$ cat config.mk
export PLATFORM = sky130hd
export DESIGN_NAME = cdbus_tx_sched
export DESIGN_NICKNAME = d
export VERILOG_FILES = /design/src/rtl/cdbus_tx_sched.sv
export SDC_FILE = /design/constraint.sdc
export NUM_CORES = 1
export LEC_CHECK = 0
export CAP_MARGIN = 0
export CORE_MARGIN = 5
export CORE_UTILIZATION = 55
export CTS_CLUSTER_DIAMETER = 50
export DETAILED_ROUTE_END_ITERATION = 16
export PLACE_DENSITY_LB_ADDON = 0.3
export RECOVER_POWER = 50
export REMOVE_ABC_BUFFERS = 1
export SYNTH_ARGS = -nofsm -noshare
export SYNTH_HDL_FRONTEND = slang
export SYNTH_SLANG_ARGS = --single-unit
$ cat constraint.sdc
create_clock -name clk_i -period 6.4 [get_ports clk_i]
set_input_delay 0.96 -clock clk_i [delete_from_list [all_inputs] [get_ports clk_i]]
set_output_delay 0.96 -clock clk_i [all_outputs]
set_load 0.1 [all_outputs]
$ cat src/rtl/cdbus_tx_sched.sv
`default_nettype none
// +----------------------------------------------------------------------------+
// | Module   : cdbus_tx_sched                                                  |
// | Purpose  : Half-duplex RS485 bus-access scheduler in front of the UART     |
// |            serializer. Waits for the bus to be idle, then sequences tx_en  |
// |            around one frame: pre-drive, grant, post-drive. Owns the        |
// |            tx/tx_en pins; the serializer only supplies bits while granted. |
// | Ports    : clk_i     - system clock                                        |
// |            reset_n   - asynchronous active-low reset                       |
// |            bit_div   - clocks per bit (0 treated as 1)                     |
// |            rx        - raw bus receive line (synchronized inside)          |
// |            tx_req    - requester has a frame, held until tx_done           |
// |            tx_bit    - serializer line output, used while granted          |
// |            tx_done   - 1-clock pulse, serializer finished its frame        |
// |            tx_grant  - serializer may run                                  |
// |            tx/tx_en  - bus driver data / enable                            |
// |            bus_idle  - rx has been high for IDLE_BITS bit-times            |
// |            collision - 1-clock pulse on detected collision                 |
// | Config   : `define CDBUS_COLLISION_EN adds echo compare and back-off state;|
// |            without it collision is tied low.                               |
// | Revision : 1.0 - initial release                                           |
// +----------------------------------------------------------------------------+
module cdbus_tx_sched #(
  parameter int DIV_W        = 16,
  parameter int IDLE_BITS    = 10,
  parameter int PRE_CLKS     = 4,
  parameter int POST_CLKS    = 4,
  parameter int BACKOFF_BITS = 20
) (
  input  logic             clk_i,
  input  logic             reset_n,
  input  logic [DIV_W-1:0] bit_div,
  input  logic             rx,
  input  logic             tx_req,
  input  logic             tx_bit,
  input  logic             tx_done,
  output logic             tx_grant,
  output logic             tx,
  output logic             tx_en,
  output logic             bus_idle,
  output logic             collision
);

  localparam int               CNT_W    = DIV_W + 8;
  localparam logic [7:0]       IDLE_N   = 8'(IDLE_BITS);
  localparam logic [CNT_W-1:0] PRE_LAST = CNT_W'(PRE_CLKS - 1);
  localparam logic [CNT_W-1:0] POST_N   = CNT_W'(POST_CLKS);

`ifdef CDBUS_COLLISION_EN
  typedef enum logic [2:0] {
    S_WAIT = 3'd0, S_PRE = 3'd1, S_TX = 3'd2, S_POST = 3'd3, S_BACK = 3'd4
  } state_t;
`else
  typedef enum logic [1:0] {
    S_WAIT = 2'd0, S_PRE = 2'd1, S_TX = 2'd2, S_POST = 2'd3
  } state_t;
`endif

  state_t           state_q, state_d;
  logic             rx_meta_q, rx_meta_d, rx_sync_q, rx_sync_d;
  logic [DIV_W-1:0] div_q, div_d, presc_q, presc_d;
  logic [7:0]       bcnt_q, bcnt_d;
  logic [CNT_W-1:0] cnt_q, cnt_d;
  logic             bus_idle_q, bus_idle_d;
  logic             tx_q, tx_d, tx_en_q, tx_en_d, grant_q, grant_d;

  // bit_div is live while waiting and frozen once we leave S_WAIT
  logic [DIV_W-1:0] div_eff, div_last;
  assign div_eff  = (state_q == S_WAIT) ? bit_div : div_q;
  assign div_last = (div_eff == '0) ? '0 : div_eff - DIV_W'(1);

`ifdef CDBUS_COLLISION_EN
  logic             collision_q, collision_d;
  logic             txd1_q, txd1_d, txd2_q, txd2_d, mis_q, mis_d;
  logic [DIV_W-1:0] div_one;
  logic [CNT_W-1:0] bo_last;
  assign div_one = (div_q == '0) ? DIV_W'(1) : div_q;
  assign bo_last = CNT_W'(BACKOFF_BITS) * {8'd0, div_one} - CNT_W'(1);
  assign collision = collision_q;
`else
  assign collision = 1'b0;
`endif

  always_comb begin
    rx_meta_d  = rx;
    rx_sync_d  = rx_meta_q;
    div_d      = (state_q == S_WAIT) ? bit_div : div_q;
    presc_d    = presc_q;
    bcnt_d     = bcnt_q;
    state_d    = state_q;
    cnt_d      = cnt_q;
    tx_d       = tx_q;
    tx_en_d    = tx_en_q;
    grant_d    = grant_q;
`ifdef CDBUS_COLLISION_EN
    collision_d = 1'b0;
    txd1_d      = tx_q;
    txd2_d      = txd1_q;
    mis_d       = 1'b0;
`endif

    // Idle detector; our own drive never counts as idle time
    if (!rx_sync_q || tx_en_q) begin
      presc_d = '0;
      bcnt_d  = '0;
    end else if (bcnt_q != IDLE_N) begin
      if (presc_q >= div_last) begin
        presc_d = '0;
        bcnt_d  = bcnt_q + 8'd1;
      end else begin
        presc_d = presc_q + DIV_W'(1);
      end
    end
    bus_idle_d = (bcnt_d == IDLE_N);

    case (state_q)
      S_WAIT: begin
        tx_d    = 1'b1;
        tx_en_d = 1'b0;
        grant_d = 1'b0;
        if (tx_req && bus_idle_q) begin
          state_d = S_PRE;
          tx_en_d = 1'b1;
          cnt_d   = '0;
        end
      end
      S_PRE: begin
        // requester withdrawal still releases the bus through post-drive
        if (!tx_req) begin
          state_d = S_POST;
          cnt_d   = '0;
        end else if (cnt_q == PRE_LAST) begin
          state_d = S_TX;
          grant_d = 1'b1;
          cnt_d   = '0;
        end else begin
          cnt_d = cnt_q + CNT_W'(1);
        end
      end
      S_TX: begin
        tx_d = tx_bit;
`ifdef CDBUS_COLLISION_EN
        // rx_sync lags tx by the two synchronizer stages
        if (rx_sync_q != txd2_q) mis_d = 1'b1;
        if (mis_q && (rx_sync_q != txd2_q)) begin
          collision_d = 1'b1;
          grant_d     = 1'b0;
          tx_en_d     = 1'b0;
          tx_d        = 1'b1;
          state_d     = S_BACK;
          cnt_d       = '0;
          mis_d       = 1'b0;
        end else if (tx_done) begin
          state_d = S_POST;
          grant_d = 1'b0;
          tx_d    = 1'b1;
          cnt_d   = '0;
        end
`else
        if (tx_done) begin
          state_d = S_POST;
          grant_d = 1'b0;
          tx_d    = 1'b1;
          cnt_d   = '0;
        end
`endif
      end
      S_POST: begin
        tx_d = 1'b1;
        if (cnt_q == POST_N) begin
          state_d = S_WAIT;
          tx_en_d = 1'b0;
        end else begin
          cnt_d = cnt_q + CNT_W'(1);
        end
      end
`ifdef CDBUS_COLLISION_EN
      S_BACK: begin
        tx_d    = 1'b1;
        tx_en_d = 1'b0;
        if (!rx_sync_q) begin
          cnt_d = '0;
        end else if (cnt_q >= bo_last) begin
          state_d = S_WAIT;
          cnt_d   = '0;
        end else begin
          cnt_d = cnt_q + CNT_W'(1);
        end
      end
`endif
      default: begin
        state_d = S_WAIT;
        tx_d    = 1'b1;
        tx_en_d = 1'b0;
        grant_d = 1'b0;
      end
    endcase
  end

  always_ff @(posedge clk_i or negedge reset_n) begin
    if (!reset_n) begin
      state_q    <= S_WAIT;
      rx_meta_q  <= 1'b1;
      rx_sync_q  <= 1'b1;
      div_q      <= '0;
      presc_q    <= '0;
      bcnt_q     <= '0;
      cnt_q      <= '0;
      bus_idle_q <= 1'b0;
      tx_q       <= 1'b1;
      tx_en_q    <= 1'b0;
      grant_q    <= 1'b0;
`ifdef CDBUS_COLLISION_EN
      collision_q <= 1'b0;
      txd1_q      <= 1'b1;
      txd2_q      <= 1'b1;
      mis_q       <= 1'b0;
`endif
    end else begin
      state_q    <= state_d;
      rx_meta_q  <= rx_meta_d;
      rx_sync_q  <= rx_sync_d;
      div_q      <= div_d;
      presc_q    <= presc_d;
      bcnt_q     <= bcnt_d;
      cnt_q      <= cnt_d;
      bus_idle_q <= bus_idle_d;
      tx_q       <= tx_d;
      tx_en_q    <= tx_en_d;
      grant_q    <= grant_d;
`ifdef CDBUS_COLLISION_EN
      collision_q <= collision_d;
      txd1_q      <= txd1_d;
      txd2_q      <= txd2_d;
      mis_q       <= mis_d;
`endif
    end
  end

  assign tx_grant = grant_q;
  assign tx       = tx_q;
  assign tx_en    = tx_en_q;
  assign bus_idle = bus_idle_q;

endmodule
`default_nettype wire
### Yosys cells after proc, flatten, opt, wreduce, memory -nomap -nowiden

Index checks and enable logic that the tools add are counted.

* $add $sub $neg: 4
* order comparisons: 1
* equal/unequal tests: 14
* muxes and demuxes: 29
* reductions and logical operators: 14

Operator list (number)
* 24-bit two-way mux: 5
* 24-bit case mux with 4 select lines: 1
* 16-bit two-way mux: 5
* 24-bit by 1-bit adder with 24-bit output, second input constant: 1
* 24-bit by 2-bit == test with 1-bit output, second input constant: 1
* 24-bit by 3-bit == test with 1-bit output, second input constant: 1
* 8-bit two-way mux: 3
* 16-bit by 1-bit adder with 16-bit output, second input constant: 1
* 16-bit >= comparator: 1
* 16-bit logical NOT: 1
* 16-bit by 1-bit subtractor with 16-bit output, second input constant: 1
* 2-bit two-way mux: 5
* 2-bit != test, second input constant: 5
* 8-bit by 1-bit adder with 8-bit output, second input constant: 1
* 8-bit by 4-bit == test with 1-bit output, second input constant: 1
* 8-bit by 4-bit != test with 1-bit output, second input constant: 1
* 2-bit case mux with 4 select lines: 1
* 4-bit AND reduction: 2
* 1-bit two-way mux: 6
* 2-bit nonzero test: 3
* 2-bit == test, second input constant: 2
* 1-bit case mux with 2 select lines: 2
* 3-bit != test, second input constant: 1
* 1-bit case mux with 3 select lines: 1
* other kinds (10): 10

* register bits: 72
* bits of input ports: 22
* output and inout bits: 5
* logic and storage cells: 73

### Logic depth before layout (Yosys ltp)

Gate-level depths: netlist of the first run.

* word-level depth: 9
* mapped depth: 21
* gate-level depth less buffers: 17

### Worst setup path after synthesis of the first run

No wires, ideal clock.

* path type: register to register
* start: register state_q[0]
* end: register bus_idle_q, in the netlist bus_idle
* library setup time: 0.086 ns
* arrival: 4.324 ns
* required time: 6.314 ns
* path slack: 1.990 ns
* stages on the path, launching flop included: 21
* path buffers: 3
* clock period less this slack: 4.410 ns
* path through: dfrtp_1 inv_1 ha_1 buf_6 buf_12 buf_6 mux2i_1 ha_1 nand2_1 or3_1 nor3_1 xnor2_1 nand2_1 ha_1 nand4_1 or3_1 o311a_1 a21oi_1 a31oi_1 a211o_1 nor3_1

* cells in the longest elaborated chain, start to end: 9
* elaborated cells on any way between the ends: 10
* classes of those cells: add/sub: 1; order compare: 1; eq/ne: 1; mux: 5; reduce/logical: 2

Ends and longest elaborated chain
* start, declared: line 59 `state_t state_q, state_d;`
* start signal, assigned: line 220 `state_q <= state_d;`
* 2-bit logical NOT *: line 69 `assign div_eff = (state_q == S_WAIT) ? bit_div : div_q;`
* 16-bit two-way mux *
* 16-bit by 1-bit subtractor with 16-bit output / 16-bit logical NOT (equally long branches): line 70 `assign div_last = (div_eff == '0) ? '0 : div_eff - DIV_W'(1);`
* 16-bit two-way mux *: line 70
* 16-bit >= comparator *: line 107 `if (presc_q >= div_last) begin`
* 8-bit two-way mux *: line 107
* 8-bit two-way mux *: line 106 `end else if (bcnt_q != IDLE_N) begin`
* 8-bit two-way mux *: line 103 `if (!rx_sync_q || tx_en_q) begin`
* 8-bit by 4-bit == test with 1-bit output *: line 114 `bus_idle_d = (bcnt_d == IDLE_N);`
* via bus_idle_d: line 64 `logic bus_idle_q, bus_idle_d;`
* end signal, assigned: line 227 `bus_idle_q <= bus_idle_d;`
* end, declared: line 64

Mark *: on every way through the listed nets, which the timed path passes. The rest lies on a longest branch.
A chain may end at the register's enable or synchronous reset.

### Final worst setup path of the first run

* start: register state_q[0]
* end: register presc_q[10]

* cells in the longest elaborated chain, start to end: 8
* elaborated cells on any way between the ends: 9
* classes of those cells: add/sub: 1; order compare: 1; mux: 5; reduce/logical: 2

Ends and longest elaborated chain
* 2-bit logical NOT *: line 69
* 16-bit two-way mux *
* 16-bit by 1-bit subtractor with 16-bit output / 16-bit logical NOT (equally long branches): line 70
* 16-bit two-way mux *: line 70
* 16-bit >= comparator *: line 107
* 16-bit two-way mux *: line 107
* 16-bit two-way mux *: line 106
* 16-bit two-way mux *: line 103
* end signal, assigned: line 224 `presc_q <= presc_d;`
* end, declared: line 61 `logic [DIV_W-1:0] div_q, div_d, presc_q, presc_d;`

Every way passes the cells marked *; elsewhere a longest branch is shown, timed or not. The select of a mux whose other input is x is not followed.

==> summary.txt, run 1 <==
Worst setup path
  • Worst setup EP type: flip-flop
  • Cell depth of the worst flop-to-flop path: 15
  • Setup CP Type: reg2reg
  • CP Data Required Time: 6670 ps
  • Crit Path Max Fanout: 23
  • WP data arrival: 6000 ps
  • Startpoint types: flip-flop

Clock tree
  • Clock Latency Late Sink: 350 ps
  • Clock sinks: 72
  • TritonCTS clock tree: done
  • Hold buffer count at CTS: 0
  • CTS buffer count: 9
  • Max Root-Sink Buffers: 2
  • Post-cts gate resize count: 0
  • # Post-CTS Setup Buffers: 0
  • H-tree levels: 3
  • Worst-path clk slew: 80 ps
  • Clock root cell: clkbuf_8

Placement
  • Input/output buffers: 25
  • DP Wirelength: 6.409 mm
  • GPL Wtd Cong: 0.8261

Power
  • Sequential share of power: 49.6%
  • Power Internal: 0.7134 mW
  • Power Density: 192.9 nW/um^2
  • Static Leak: 2.295 nW
  • Sw Pwr: 0.2276 mW
  • Clock share of power: 43.5%
  • Logic pwr share: 6.9%
  • Peak VDD IR: 0.0001156 V
  • Sw Share: 24.19%

STA
  • Max transition margin: -151.5%
  • Final setup viols: 0
  • Slew @ Worst Pin: 3772 ps
  • Post-route setup TNS: 0 ps
  • Unrepaired setup endpoints after global routing: no
  • Max Fclk: 0.1742 GHz
  • Crit share post-route: 89.68%
  • Worst Skew: 9.975 ps
  • Minimum period implied by the final worst setup slack: 5739 ps
  • Count of pins over their slew limit: 73
  • Hold Fails Final Rpt: 0

Cells and area
  • Share of layout cells above drive strength 1: 7.475%
  • N_diodes: 0
  • Nets: 540
  • Sequential cell area: 1805 sq um
  • Util after Layout: 63.13%
  • Area Growth Syn to Fin: 12.33%
  • Final-layout fill cell count: 645
  • Area occupied by multi-input gates: 2357 sq um

Synthesis
  • Synth area leaders: dfrtp_1, ha_1, xnor2_1, nand2_1, xor2_1
  • Cell taking the most area after synthesis: dfrtp_1
  • Async set-reset flop share out of synthesis: 100.0%
  • Post-synthesis cell area: 4343 sq um
  • Seq cells post-synth: 72
  • Synth top area share: 39.76%
  • Post-synthesis instance total: 462
  • Seq/Total Area, Yosys: 41.57%
  • Syn avg cell area: 9.400 sq um
  • EDFF count, synth: 0
  • Library cells used by synthesis: 59
  • Synth warn: 0
  • Dominant synthesized flop cell: dfrtp_1

Routing
  • DR WL/cell: 14.95 um
  • DRT antenna net count: 0
  • DR DRC count: 0
  • Vias per cell: 5.665
  • Post-Route WL: 8.924 mm
  • DR pass1 iterations: 5
  • Initial DRC count: 209
  • Via count: 3,382

Global routing
  • Vias in the first global route: 3,390
  • GRT Resource Usage Total: 19.38%
  • First-pass GRT wire length: 15.66 mm
  • Global route overflow: 0
  • Initial antenna violation count: 0
  • Pin count of the biggest net entering global routing: 73

Run status
  • Status: finished, violations left
  • Failing checks: capacitance limit, slew limit

Floorplanning
  • Placement Rows: 32
  • Total Die Area: 9773 sq um
  • Core Footprint: 7727 sq um
  • Io pins: 27
  • Initial Utilization: 56.20%
  • Die W: 98.86 um
  • Die Y: 98.86 um

Min path
  • Hold path depth: 0
  • HP Class: reg2reg

Run
  • Maxcap violations: 1
==> routing by layer <==
layer	global-route usage [%]	wire length (um)	vias up
met1	27.21	4291	1622
met5	0	0	-
met2	31.04	4140	71
met4	4.097	83	0
li1	-	-	1681
met3	4.105	409	8
==> stage by stage <==
step / power, mW / cells / instance area [sq um] / worst slack, ps / hold WS (ps)
floorplan: 0.5084 / 451 / 4255 / 1430 / 345.2
global placement: 0.5390 / 581 / 4656 / 963.8 / 348.1
CTS: 0.9505 / 597 / 4882 / 639.8 / 361.8
detailed placement: 0.5413 / 581 / 4656 / 668.2 / 347.3
global route: 0.9811 / 597 / 4878 / 119.9 / 366.6
finish: 0.9410 / 597 / 4878 / 660.7 / 360.1
==> final cells by class <==
class	instances	area share, %
Tap cell	102	2.616
Multi-Input combinational cell	353	48.32
Clock buffer	9	2.539
Sequential cell	72	37.01
Clock inverter	7	2.103
Inverter	26	2.001
Timing Repair Buffer	28	5.412
==> cell usage after synthesis, types with 5 or more instances <==
master / n
dfrtp_1: 69
nand2_1: 49
nor2_1: 45
ha_1: 28
inv_1: 25
nand3_1: 24
xnor2_1: 23
xor2_1: 20
o21ai_0: 19
nor3_1: 14
mux2i_1: 13
a21oi_1: 12
and3_1: 11
nand4_1: 11
or3_1: 8
and4_1: 6
nand2b_1: 6
or2_2: 5
==> logic make-up after synthesis <==
logic type | synth area share (%)
adder cells (fa/ha/maj) | 8.067
AO/OA/AOI/OAI | 10.52
XOR/XNOR | 8.672
flip-flops | 41.57
buffers and inverters | 4.264
other | 0.08635
multiplexers | 4.293
AND/OR/NAND/NOR | 22.53
==> critical path, cell delays in order (launching register included) <==
cell and delay (ps):
dfrtp_1 440, inv_1 140, ha_1 920, mux2i_1 400, o21ai_0 220, or3_1 370
or4_1 780, and2_1 270, ha_1 250, nand2b_1 130, a2111oi_0 440, o311a_1 320
nand2_1 310, nand2_1 210, nand2_1 210, o21ai_0 230
==> registers in the layout (all words and copies together), names as in the netlist, named ones only <==
signal / cells
rx_meta_q: 1
rx_sync_q: 1
cnt_q: 24
tx_grant: 1
tx: 1
bus_idle: 1
div_q: 15
state_q: 2
presc_q: 16
tx_en: 1
bcnt_q: 8
==> power groups by stage <==
stage	Clock [mW]	Sequential [mW]	Combinational [mW]
2_1_floorplan	0	0.474	0.0342
3_3_place_gp	0	0.475	0.0641
3_5_place_dp	0	0.475	0.0660
4_1_cts	0.418	0.466	0.0664
5_1_grt	0.439	0.467	0.0744
6_report	0.410	0.466	0.0650
==> worst paths after layout <==
path	from	to	slack [ps]
worst min-delay path	rx_meta_q	rx_sync_q	360
worst max register to register	state_q[0]	presc_q[10]	660
max in group asynchronous	reset_n	bcnt_q[2]	2270
min in group asynchronous	reset_n	div_q[2]	2010
worst max-delay path	state_q[0]	presc_q[10]	660
worst min register to register	rx_meta_q	rx_sync_q	360
==> cells in the final DEF, fill, tap and decap left out, types with 6 or more instances in the layout <==
cell / Yosys / routed
dfrtp_1: 69 / 69
nand2_1: 49 / 49
nor2_1: 45 / 45
ha_1: 28 / 28
inv_1: 25 / 25
nand3_1: 24 / 24
xnor2_1: 23 / 23
clkdlybuf4s50_1: 0 / 22
xor2_1: 20 / 20
o21ai_0: 19 / 19
nor3_1: 14 / 13
mux2i_1: 13 / 13
a21oi_1: 12 / 12
nand4_1: 11 / 11
and3_1: 11 / 11
clkbuf_8: 0 / 9
or3_1: 8 / 8
nand2b_1: 6 / 6
and4_1: 6 / 6
Note: power is estimated with default switching activity, not from simulation.
==> inputs of run 2 (changes only) <==
--- a/config.mk
+++ b/config.mk
@@ -16,3 +16,4 @@
 export SYNTH_ARGS = -nofsm -noshare
 export SYNTH_HDL_FRONTEND = slang
 export SYNTH_SLANG_ARGS = --single-unit
+export TNS_END_PERCENT = 50
==> constraint.sdc (replaced) <==
create_clock -name clk_i -period 6.4 [get_ports clk_i]
set_input_delay 0.64 -clock clk_i [delete_from_list [all_inputs] [get_ports clk_i]]
set_output_delay 0.64 -clock clk_i [all_outputs]
set_load 0.1 [all_outputs]
==> run 2 against run 1 <==
Net effect:
- largest power group unchanged
- clock-buffer cell count unchanged
- first-iteration DRC count down 16%
- the run still ends with capacitance limit, slew limit left
- non-clock buffer count up 1
- sequential share of layout area up 0.11 points
==> summary.txt, run 2 (synthesis results as in run 1) <==
Cells and area
  • Most common cell after layout, fill and taps aside: dfrtp_1
  • Util after Layout: 62.94%
  • Nets: 541
  • Max FFs per register: 24
  • Area Growth Syn to Fin: 11.98%
  • N_diodes: 0
  • Final-layout fill cell count: 612
  • Design area: 4863 sq um
  • Most flops, register: cnt_q
  • Largest regs: cnt_q (24), presc_q (16), div_q (15)
  • Share of layout cells above drive strength 1: 7.661%
  • Sequential cell area: 1805 sq um
  • Area occupied by multi-input gates: 2357 sq um
  • Most frequent cells in the layout: dfrtp_1, nand2_1, nor2_1

Clock tree
  • Clock sinks: 72
  • TritonCTS clock tree: done
  • Post-cts gate resize count: 0
  • Clock root cell: clkbuf_8
  • H-tree levels: 3
  • # Post-CTS Setup Buffers: 0
  • Hold buffer count at CTS: 0
  • Worst-path clk slew: 80 ps
  • Max Root-Sink Buffers: 2
  • Clock Latency Late Sink: 350 ps
  • CTS buffer count: 9

Routing
  • Via count: 3,343
  • DR pass1 iterations: 4
  • DR WL/cell: 14.55 um
  • Vias per cell: 5.590
  • DR DRC count: 0
  • Initial DRC count: 176
  • DRT antenna net count: 0
  • Post-Route WL: 8.699 mm

Power
  • Total power: 0.9012 mW
  • Peak VDD IR: 0.0001106 V
  • Static Leak: 2.285 nW
  • Power Density: 185.3 nW/um^2

Global routing
  • GRT Resource Usage Total: 18.66%
  • Busiest grt layer: met2
  • Met1 GRT Util: 25.94%
  • Vias in the first global route: 3,315
  • Met2 usage: 29.34%
  • First-pass GRT wire length: 15.17 mm
  • Global route overflow: 0
  • M3 GR Usage: 4.812%
  • Pin count of the biggest net entering global routing: 73
  • Initial antenna violation count: 0

STA
  • Unrepaired setup endpoints after global routing: no
  • Final hold slack: 364.3 ps
  • Minimum period implied by the final worst setup slack: 5538 ps
  • Count of pins over their slew limit: 73
  • Crit share post-route: 86.53%
  • Worst Skew: 13.56 ps
  • Max Fclk: 0.1806 GHz
  • Hold Fails Final Rpt: 0
  • Post-route setup TNS: 0 ps
  • Max transition margin: -151.5%
  • Slew @ Worst Pin: 3772 ps
  • Final setup viols: 0

Placement
  • Placed cell area: 4663 sq um
  • GPL Wtd Cong: 0.8465
  • DP Wirelength: 6.243 mm
  • Input/output buffers: 25

Floorplanning
  • Die Y: 98.86 um
  • Placement Rows: 32
  • Initial Utilization: 56.20%
  • Total Die Area: 9773 sq um
  • Io pins: 27
  • Core Footprint: 7727 sq um
  • Die W: 98.86 um

Worst setup path
  • Crit Path Max Fanout: 16
  • Startpoint types: flip-flop
  • WP data arrival: 5800 ps
  • CP Data Required Time: 6660 ps
  • Worst setup EP type: flip-flop
  • Setup CP Type: reg2reg

Run status
  • Status: finished, violations left
  • Failing checks: capacitance limit, slew limit

Run
  • Maxcap violations: 1

Min path
  • HP Class: reg2reg
run 2: per-stage QoR:
step           worst slack [ps]  cells
6_report                  862.1    598
3_5_place_dp              926.8    582
4_1_cts                   878.5    598
2_1_floorplan              1430    451
5_1_grt                   286.8    598
3_3_place_gp               1149    582
run 2: layout make-up:
| type | count | area share (%) |
|---|---|---|
| Multi-Input combinational cell | 353 | 48.47 |
| Clock inverter | 7 | 1.647 |
| Timing Repair Buffer | 29 | 5.583 |
| Sequential cell | 72 | 37.12 |
| Tap cell | 102 | 2.624 |
| Clock buffer | 9 | 2.547 |
| Inverter | 26 | 2.007 |
run 2: report_power, final:
part | total, mW | internal, mW | switching [mW]
clock network | 0.369 | 0.184 | 0.185
registers | 0.467 | 0.462 | 0.00416
logic | 0.0654 | 0.0277 | 0.0376
run 2: critical path, stage by stage, from the launching register on:
cell and delay [ps]:
dfrtp_1 430, inv_1 140, ha_1 600, mux2i_1 380, o21ai_0 220, or3_1 380, or4_1 780, and2_1 280
ha_1 260, nand2b_1 140, a2111oi_0 520, o311a_1 350, nand2_1 300, nand2_1 200, nand2_1 220, o21ai_0 240
run 2: worst paths after layout:
check,from,endpoint,slack (ps),cells after the start
worst min register to register,rx_meta_q,rx_sync_q,360,0
worst max register to register,state_q[0],presc_q[10],860,15
worst min-delay path,rx_meta_q,rx_sync_q,360,0
min in group asynchronous,reset_n,div_q[2],1690,2
worst max-delay path,state_q[0],presc_q[10],860,15
max in group asynchronous,reset_n,cnt_q[12],2590,2
run 2: metal layers:
layer	wire length, um	part of all wire (%)	up-vias
li1	-	-	1686
met1	4323	50	1581
met2	3877	45	67
met3	416	4.8	9
met4	82	0.94	0
met5	0	0	-
